==> src/rtl/text_pkg.sv <==
// Shared constants and state encoding for the text writer.
package text_pkg;

  localparam int unsigned COLS = 70;
  localparam int unsigned ROWS = 30;

  localparam logic [7:0] CHAR_NEWLINE = 8'hA9;
  localparam logic [7:0] CHAR_BS      = 8'h08;
  localparam logic [7:0] CHAR_SPACE   = 8'h20;

  typedef enum logic [1:0] {
    StClrAll,
    StIdle,
    StClrRow
  } state_e;

endpackage

==> src/rtl/text_writer.sv <==
// Turns a stream of ASCII codes into character-memory writes and tracks the text cursor.
// Clears the whole screen after reset and a single row whenever the cursor wraps to row 0.
module text_writer #(
  parameter int unsigned COLS = text_pkg::COLS,
  parameter int unsigned ROWS = text_pkg::ROWS
) (
  input  logic        clk,
  input  logic        rst,
  input  logic        ascii_valid,
  input  logic [7:0]  ascii_code,
  output logic        ready,
  output logic        wr_en,
  output logic [11:0] wr_addr,
  output logic [7:0]  wr_data,
  output logic [4:0]  cursor_row,
  output logic [6:0]  cursor_col
);
  import text_pkg::*;

  localparam logic [11:0] ColsW    = 12'(COLS);
  localparam logic [11:0] LastCell = 12'(COLS * ROWS - 1);
  localparam logic [11:0] LastRowCell = 12'(COLS - 1);
  localparam logic [4:0]  LastRow  = 5'(ROWS - 1);
  localparam logic [6:0]  LastCol  = 7'(COLS - 1);

  state_e      state_q, state_d;
  logic [4:0]  row_q, row_d;
  logic [6:0]  col_q, col_d;
  logic [11:0] cnt_q, cnt_d;
  logic        wr_en_q, wr_en_d;
  logic [11:0] wr_addr_q, wr_addr_d;
  logic [7:0]  wr_data_q, wr_data_d;

  logic        accept;
  logic        is_print;
  logic        adv_row;
  logic [11:0] row_base;

  assign ready    = (state_q == StIdle);
  assign accept   = ascii_valid && ready;
  assign is_print = (ascii_code >= 8'h20) && (ascii_code <= 8'h7E);
  assign row_base = 12'(row_q) * ColsW;

  always_comb begin
    state_d   = state_q;
    row_d     = row_q;
    col_d     = col_q;
    cnt_d     = cnt_q;
    wr_en_d   = 1'b0;
    wr_addr_d = wr_addr_q;
    wr_data_d = wr_data_q;
    adv_row   = 1'b0;

    unique case (state_q)
      StClrAll: begin
        wr_en_d   = 1'b1;
        wr_addr_d = cnt_q;
        wr_data_d = CHAR_SPACE;
        if (cnt_q == LastCell) begin
          cnt_d   = '0;
          state_d = StIdle;
        end else begin
          cnt_d = cnt_q + 12'd1;
        end
      end

      StClrRow: begin
        // row_q already holds the freshly wrapped row
        wr_en_d   = 1'b1;
        wr_addr_d = row_base + cnt_q;
        wr_data_d = CHAR_SPACE;
        if (cnt_q == LastRowCell) begin
          cnt_d   = '0;
          state_d = StIdle;
        end else begin
          cnt_d = cnt_q + 12'd1;
        end
      end

      StIdle: begin
        if (accept) begin
          if (is_print) begin
            wr_en_d   = 1'b1;
            wr_addr_d = row_base + 12'(col_q);
            wr_data_d = ascii_code;
            if (col_q == LastCol) begin
              col_d   = '0;
              adv_row = 1'b1;
            end else begin
              col_d = col_q + 7'd1;
            end
          end else if (ascii_code == CHAR_NEWLINE) begin
            col_d   = '0;
            adv_row = 1'b1;
          end else if (ascii_code == CHAR_BS && !(row_q == '0 && col_q == '0)) begin
            if (col_q == '0) begin
              col_d = LastCol;
              row_d = row_q - 5'd1;
            end else begin
              col_d = col_q - 7'd1;
            end
            wr_en_d   = 1'b1;
            wr_addr_d = 12'(row_d) * ColsW + 12'(col_d);
            wr_data_d = CHAR_SPACE;
          end
        end
      end

      default: state_d = StClrAll;
    endcase

    if (adv_row) begin
      if (row_q == LastRow) begin
        row_d   = '0;
        cnt_d   = '0;
        state_d = StClrRow;
      end else begin
        row_d = row_q + 5'd1;
      end
    end
  end

  always_ff @(posedge clk) begin
    if (rst) begin
      state_q   <= StClrAll;
      row_q     <= '0;
      col_q     <= '0;
      cnt_q     <= '0;
      wr_en_q   <= 1'b0;
      wr_addr_q <= '0;
      wr_data_q <= '0;
    end else begin
      state_q   <= state_d;
      row_q     <= row_d;
      col_q     <= col_d;
      cnt_q     <= cnt_d;
      wr_en_q   <= wr_en_d;
      wr_addr_q <= wr_addr_d;
      wr_data_q <= wr_data_d;
    end
  end

  assign wr_en      = wr_en_q;
  assign wr_addr    = wr_addr_q;
  assign wr_data    = wr_data_q;
  assign cursor_row = row_q;
  assign cursor_col = col_q;

endmodule

==> config.mk <==
export PLATFORM = sky130hd
export DESIGN_NAME = text_writer
export DESIGN_NICKNAME = d
export VERILOG_FILES = /design/src/rtl/text_pkg.sv /design/src/rtl/text_writer.sv
export SDC_FILE = /design/constraint.sdc
export NUM_CORES = 1
export LEC_CHECK = 0
export CORE_ASPECT_RATIO = 0.9
export CORE_MARGIN = 2
export CORE_UTILIZATION = 42
export DETAILED_ROUTE_END_ITERATION = 12
export PLACE_DENSITY = 0.63
export SYNTH_ARGS = -nofsm -noshare
export SYNTH_HDL_FRONTEND = slang
export SYNTH_SLANG_ARGS = --single-unit
==> constraint.sdc <==
create_clock -name clk -period 9.85 [get_ports clk]
set_clock_uncertainty 0.15 [all_clocks]
set_input_delay 1.97 -clock clk [delete_from_list [all_inputs] [get_ports clk]]
set_output_delay 1.97 -clock clk [all_outputs]
set_load 0.01 [all_outputs]
==> results of run 1 <==
-- cell type report --
| cell class | count | area [um^2] | area share, % |
|---|---|---|---|
| multi-input cells | 493 | 3540 | 65.1 |
| flip-flops and latches | 47 | 941 | 17.3 |
| repair buffers | 47 | 463 | 8.50 |
| well taps | 152 | 190 | 3.49 |
| inverters | 37 | 139 | 2.55 |
| clock buffers | 5 | 125 | 2.30 |
| clock inverters | 3 | 46.3 | 0.850 |
-- cells in the final DEF (no fill, tap or decap), types with 3 or more instances in the layout --
| cell type | instances |
|---|---|
| a21oi_1 | 47 |
| inv_1 | 37 |
| dfxtp_1 | 47 |
| o21bai_1 | 4 |
| o31ai_1 | 3 |
| o21ai_0 | 28 |
| o21a_1 | 3 |
| or3_1 | 3 |
| nor3_1 | 12 |
| nand3_1 | 25 |
| o211ai_1 | 12 |
| nand2b_1 | 5 |
| nor2b_1 | 3 |
| nand2_1 | 54 |
| clkdlybuf4s50_1 | 44 |
| xor2_1 | 27 |
| ha_1 | 62 |
| a31oi_1 | 5 |
| and3_1 | 11 |
| fa_1 | 5 |
| nand3b_1 | 3 |
| a211oi_1 | 9 |
| buf_4 | 3 |
| xnor2_1 | 30 |
| clkbuf_16 | 5 |
| nand4_1 | 10 |
| a311oi_1 | 6 |
| or2_2 | 3 |
| a22oi_1 | 5 |
| nor2_1 | 61 |
| nor3b_1 | 3 |
| a21o_1 | 5 |
-- power groups by stage --
stage	registers (W)	clock network, W	logic [W]
6_report	0.000207	0.000204	0.000337
3_5_place_dp	0.000211	0	0.000329
3_3_place_gp	0.000211	0	0.000322
5_1_grt	0.000208	0.000215	0.000372
2_1_floorplan	0.000210	0	0.000243
4_1_cts	0.000207	0.000207	0.000332
-- path summary, 6_finish.rpt --
| kind | start | to | slack [ns] | cells after the start |
|---|---|---|---|---|
| worst min register to register | wr_addr[6]$_SDFFE_PP0P_ | wr_addr[6]$_SDFFE_PP0P_ | 0.30 | 2 |
| worst max-delay path | cursor_col[1]$_SDFFE_PP0P_ | wr_addr[10]$_SDFFE_PP0P_ | 4.53 | 21 |
| worst max register to register | cursor_col[1]$_SDFFE_PP0P_ | wr_addr[10]$_SDFFE_PP0P_ | 4.53 | 21 |
| worst min-delay path | wr_addr[6]$_SDFFE_PP0P_ | wr_addr[6]$_SDFFE_PP0P_ | 0.30 | 2 |
-- Yosys cell counts, types with 3 or more instances --
master | number | area, um^2
dfxtp_1 | 47 | 941
nor2b_1 | 3 | 18.8
or2_2 | 3 | 18.8
nor3b_1 | 3 | 22.5
a21oi_1 | 47 | 235
xnor2_1 | 30 | 263
nand4_1 | 10 | 62.6
a22oi_1 | 5 | 37.5
clkbuf_1 | 9 | 33.8
nand3_1 | 25 | 125
inv_1 | 37 | 139
a21o_1 | 5 | 37.5
o211ai_1 | 12 | 90.1
nor2_1 | 61 | 229
buf_4 | 3 | 22.5
xor2_1 | 27 | 236
nor3_1 | 12 | 60.1
o21bai_1 | 4 | 30.0
buf_2 | 8 | 40.0
o31ai_1 | 3 | 22.5
o21ai_0 | 28 | 140
a211oi_1 | 9 | 67.6
nand3b_1 | 3 | 22.5
and3_1 | 11 | 68.8
fa_1 | 5 | 100
a31oi_1 | 5 | 31.3
or3_1 | 3 | 18.8
nand2_1 | 54 | 203
nand2b_1 | 5 | 31.3
a311oi_1 | 6 | 52.6
o21a_1 | 3 | 22.5
ha_1 | 62 | 776
-- routing by layer --
layer  part of all wire (%)  track usage, %  vias up
met5                      0               0        -
met4                    1.2            4.34        0
met3                    6.5            2.49       14
met2                     44            36.3      165
met1                     48            33.3     2157
li1                       -               -     2224
-- per-stage QoR --
| stage | utilization (%) | cell area, um^2 |
|---|---|---|
| 3_3_place_gp | 48.2 | 5280 |
| 4_1_cts | 49.8 | 5450 |
| 6_report | 49.8 | 5450 |
| 5_1_grt | 49.8 | 5450 |
| 3_5_place_dp | 48.2 | 5280 |
| 2_1_floorplan | - | 4760 |
-- flip-flops by register name, indices dropped and copies added, names as in the netlist --
register	count
cnt_q	12
cursor_col	7
cursor_row	5
state_q	2
wr_addr	12
wr_data	8
wr_en	1
-- critical path, stage by stage (launching register included) --
cell and delay, ns:
dfxtp_1 0.37, inv_1 0.15, ha_1 0.26, nor3b_4 0.35, nand2_1 0.15, nor2_2 0.38
nand3_1 0.20, xnor2_1 0.35, xnor2_1 0.17, ha_1 0.26, ha_1 0.34, a31oi_1 0.36
xor2_1 0.19, ha_1 0.25, nor2_1 0.09, nor2_1 0.15, o41a_1 0.18, and3_1 0.16
a2bb2oi_1 0.20, xnor2_1 0.14, nand2b_1 0.09, a311oi_1 0.26
-- kinds of logic (layout without fill, tap and decap cells) --
kind of cell | after synthesis | count (layout) | share of synthesized area, %
simple gates | 207 | 207 | 21.8
compound gates | 158 | 158 | 22.6
fa+ha+maj | 67 | 67 | 18.4
buf+inv | 62 | 92 | 5.73
xor+xnor | 58 | 58 | 11.1
flops | 47 | 47 | 19.8
mux | 3 | 3 | 0.657
==> flow_summary.ini, run 1 <==
[logic_synthesis]
synth_area_mm2 = 0.00476
synthFlopType = dfxtp_1
yosysWarnings = 0
async_reset_ff_share_pct = 0
synth-seq-area-share_pct = 19.8
synth_cell_types = 74
synthCells = 602
synth_edf_count = 0
ys_seq_elements = 47
syn_area_per_cell_um2 = 7.90
syn_nets = 680

[cts]
clockRootBuffer = clkbuf_16
cts_tree = built
clock_path_buffers = 2
clk-insertion-delay-late_ns = 0.29
htreeDepth = 2
cts_setup_buffers = 0
clk_pin_slew_ns = 0.07
ctsHoldBuffers = 0
cts_resized = 0
cts_buffers = 5
numClockSinks = 47

[cells_and_area]
fillerInstances = 1042
drive_above_1_share_pct = 4.43
antenna_cells = 0
nets = 709
instances_no_fill = 784
area_delta_synth_final_pct = 14.5

[pwr]
total_power_w = 0.000748
p_int_w = 0.000459
p_sw_share_pct = 38.7
p_leak_nw = 2.19
power_density_mw_per_mm2 = 137
clkPwrFrac_pct = 27.3
power_switching_w = 0.000289
seqPwrFrac_pct = 27.6
ir_worst_vdd_v = 0.0000579
pwr-share-comb_pct = 45.0

[drt]
wl_um = 13800
drc = 0
antenna_left = 0
vias = 4560
wl_per_cell_um = 17.5
first_pass_iters = 5
viasPerCell = 5.82
first_iter_violations = 467

[sta]
fin_crit_sh_pct = 54.0
worst_slew_pin_slew_ns = 1.16
min_period_ns = 5.32
grt_setup_unrepaired = false
clock.fmax_ghz = 0.188
setup_slack_ns = 4.53
setup_violations = 0
hold_violations = 0
setup_tns_ns = 0
slew-limit-headroom_pct = 23.0
hold_slack_ns = 0.304
drv_slew = 0

[die]
die_height_um = 105
die_w_um = 116
design.core.area_mm2 = 0.0109
start_util_pct = 43.5
num_rows = 36
io_pins = 45
fp.dieArea_mm2 = 0.0122

[setup_path]
critical_path_required_ns = 9.90
cp.arrival_ns = 5.37
cp-end-kind = flip-flop
crit_type = reg2reg
crit_fanout = 10
cp-start-kind = flip-flop

[global_routing]
overflow = 0
grt_max_degree = 37
grt_pass1_vias = 4301
grt_antenna_before_repair = 0
grt_use_total_pct = 22.8
grt_pass1_wl_um = 22300

[place]
io_buffers = 44
post-dp-hpwl_um = 10400
pre_cts_ws_ns = 4.59
gp_congestion = 0.902
place_inst = 776

[job]
drv_cap = 0

[worst_hold_path]
worstHoldPathType = reg2reg

[status]
outcome = complete, no violations
(Power assumes the default switching activity.)
==> run 2: changes to the inputs <==
--- a/config.mk
+++ b/config.mk
@@ -9,7 +9,7 @@
 export CORE_MARGIN = 2
 export CORE_UTILIZATION = 42
 export DETAILED_ROUTE_END_ITERATION = 12
-export PLACE_DENSITY = 0.63
+export PLACE_DENSITY = 0.65
 export SYNTH_ARGS = -nofsm -noshare
 export SYNTH_HDL_FRONTEND = slang
 export SYNTH_SLANG_ARGS = --single-unit
==> constraint.sdc (replaced) <==
create_clock -name clk -period 4.3 [get_ports clk]
set_clock_uncertainty 0.15 [all_clocks]
set_input_delay 0.86 -clock clk [delete_from_list [all_inputs] [get_ports clk]]
set_output_delay 0.86 -clock clk [all_outputs]
set_load 0.01 [all_outputs]
==> run 2 against run 1 <==
Effect of this change: the flow now finishes with violations (setup timing); first-iteration DRC count rose by 17%; via count rose by 4.7%; sequential share of layout area fell by 1.9 points; register-to-register slack got worse by 4.6 ns; critical path depth fell by 1; die area did not move; clock power rose by 130%; hold slack got worse by 0.0031 ns; total power rose to 2.7 times the previous value; utilization rose by 6.2 points; sequential cell count did not move; setup slack got worse by 4.6 ns; largest cell class unchanged; highest routed layer unchanged.
==> flow_summary.ini, run 2 (synthesized netlist as in run 1, its figures left out) <==
[die]
design.core.area_mm2 = 0.0109
start_util_pct = 43.5
die_w_um = 116
num_rows = 36
die_height_um = 105
io_pins = 45
fp.dieArea_mm2 = 0.0122

[sta]
setup_violations = 1
setup_slack_ns = -0.0561
slew-limit-headroom_pct = 49.1
worst_slew_pin_slew_ns = 0.763
hold_violations = 0
min_period_ns = 4.36
drv_slew = 0
fin_crit_sh_pct = 101
clock.fmax_ghz = 0.230
grt_setup_unrepaired = true

[cts]
numClockSinks = 47
clock_path_buffers = 2
cts_buffers = 5
htreeDepth = 2
ctsHoldBuffers = 0
cts_tree = built
clockRootBuffer = clkbuf_16
clk_pin_slew_ns = 0.07
clk-insertion-delay-late_ns = 0.30

[place]
gp_congestion = 0.972
io_buffers = 44
post-dp-hpwl_um = 10700
pre_cts_ws_ns = -0.0271
place_inst = 811

[global_routing]
grt_pass1_wl_um = 22100
grt_pass1_vias = 4388
overflow = 0
grt_max_degree = 37
grt_use_total_pct = 22.8
grt_antenna_before_repair = 0

[cells_and_area]
mostFrequentLayoutCell = nor2_1
area_delta_synth_final_pct = 28.8
final_cell_mix = nor2_1, buf_4, ha_1, nand2_1, dfxtp_1
instances_no_fill = 837
nets = 762
antenna_cells = 0
drive_above_1_share_pct = 17.7

[setup_path]
r2r_setup_slack_ns = -0.06
critical_path_required_ns = 4.36
cp-start-kind = flip-flop
cp.arrival_ns = 4.42
cp-end-kind = flip-flop
crit_fanout = 4
crit_type = reg2reg

[status]
violations = setup timing
outcome = complete, but fails checks

[pwr]
p_int_w = 0.00123
power_switching_w = 0.000763
ir_worst_vdd_v = 0.000220
power_density_mw_per_mm2 = 325
clkPwrFrac_pct = 23.6
p_sw_share_pct = 38.4
p_leak_nw = 2.51
seqPwrFrac_pct = 23.7
pwr-share-comb_pct = 52.7

[drt]
wl_um = 14400
first_pass_iters = 6
vias = 4775
drc = 0
first_iter_violations = 547
viasPerCell = 5.70
wl_per_cell_um = 17.2
antenna_left = 0

[job]
drv_cap = 0

[worst_hold_path]
worstHoldPathType = reg2reg
[run 2: changes by cell type in the layout (fill, tap and decap cells not counted), sizes merged]
cell	change
clkinvlp	-1
clkinv	+1
buf	+53
[run 2: final cells by class]
type                    instances  area [um^2]
fillers                      1003         4820
multi-input cells             493         3820
clock buffers                   5          125
inverters                      37          139
clock inverters                 3         47.5
flip-flops and latches         47          943
well taps                     152          190
repair buffers                100          868
[run 2: power groups by stage]
stage,logic (W),clock network (W),registers (W)
2_1_floorplan,0.000586,0,0.000481
3_3_place_gp,0.000799,0,0.000481
3_5_place_dp,0.000811,0,0.000481
4_1_cts,0.000825,0.000472,0.000471
5_1_grt,0.00111,0.000488,0.000474
6_report,0.00105,0.000469,0.000471
[run 2: repair_timing]
| item | 4_1_cts | 5_1_grt |
|---|---|---|
| pin swaps | 2 | 33 |
| gates resized for setup | 1 | 41 |
| setup endpoints to repair | 3 | 7 |
| buffers inserted | 0 | 18 |
[run 2: layer usage]
metal	part of all wire, %	GRT usage, %
met2	46	35.8
met3	7.2	3.07
met5	0	0
met4	1.3	4.42
met1	46	33.4
[run 2: worst max-delay path, stage by stage, from the launching register on]
cell	delay, ns
dfxtp_2	0.33
inv_2	0.08
ha_4	0.14
nor3b_4	0.23
nand2_2	0.11
nor2_4	0.22
nand3_4	0.13
xnor2_4	0.18
xnor2_2	0.20
ha_4	0.15
inv_2	0.04
fa_2	0.58
xor2_1	0.08
ha_2	0.24
buf_4	0.15
o41a_1	0.44
and3_4	0.20
a2bb2oi_2	0.16
xnor2_1	0.15
nand2b_1	0.11
a311oi_1	0.21
[run 2: final timing paths]
check	to	from	depth (start not counted)
worst max-delay path	wr_addr[10]$_SDFFE_PP0P_	cursor_col[1]$_SDFFE_PP0P_	20
worst min-delay path	wr_data[4]$_SDFFE_PP0P_	wr_data[4]$_SDFFE_PP0P_	2
worst max register to register	wr_addr[10]$_SDFFE_PP0P_	cursor_col[1]$_SDFFE_PP0P_	20
worst min register to register	wr_data[4]$_SDFFE_PP0P_	wr_data[4]$_SDFFE_PP0P_	2
[run 2: through the flow]
step / TNS, ns / util, % / instance area (um^2) / total power [W] / hold slack (ns)
after floorplan: 0 / - / 4820 / 0.00107 / 0.326
after global placement: 0 / 51.2 / 5600 / 0.00128 / 0.291
after detailed placement: -0.0326 / 51.2 / 5600 / 0.00129 / 0.294
after CTS: 0 / 52.8 / 5780 / 0.00177 / 0.303
after global routing: -0.635 / 56.0 / 6130 / 0.00207 / 0.326
final: -0.0561 / 56.0 / 6130 / 0.00199 / 0.301
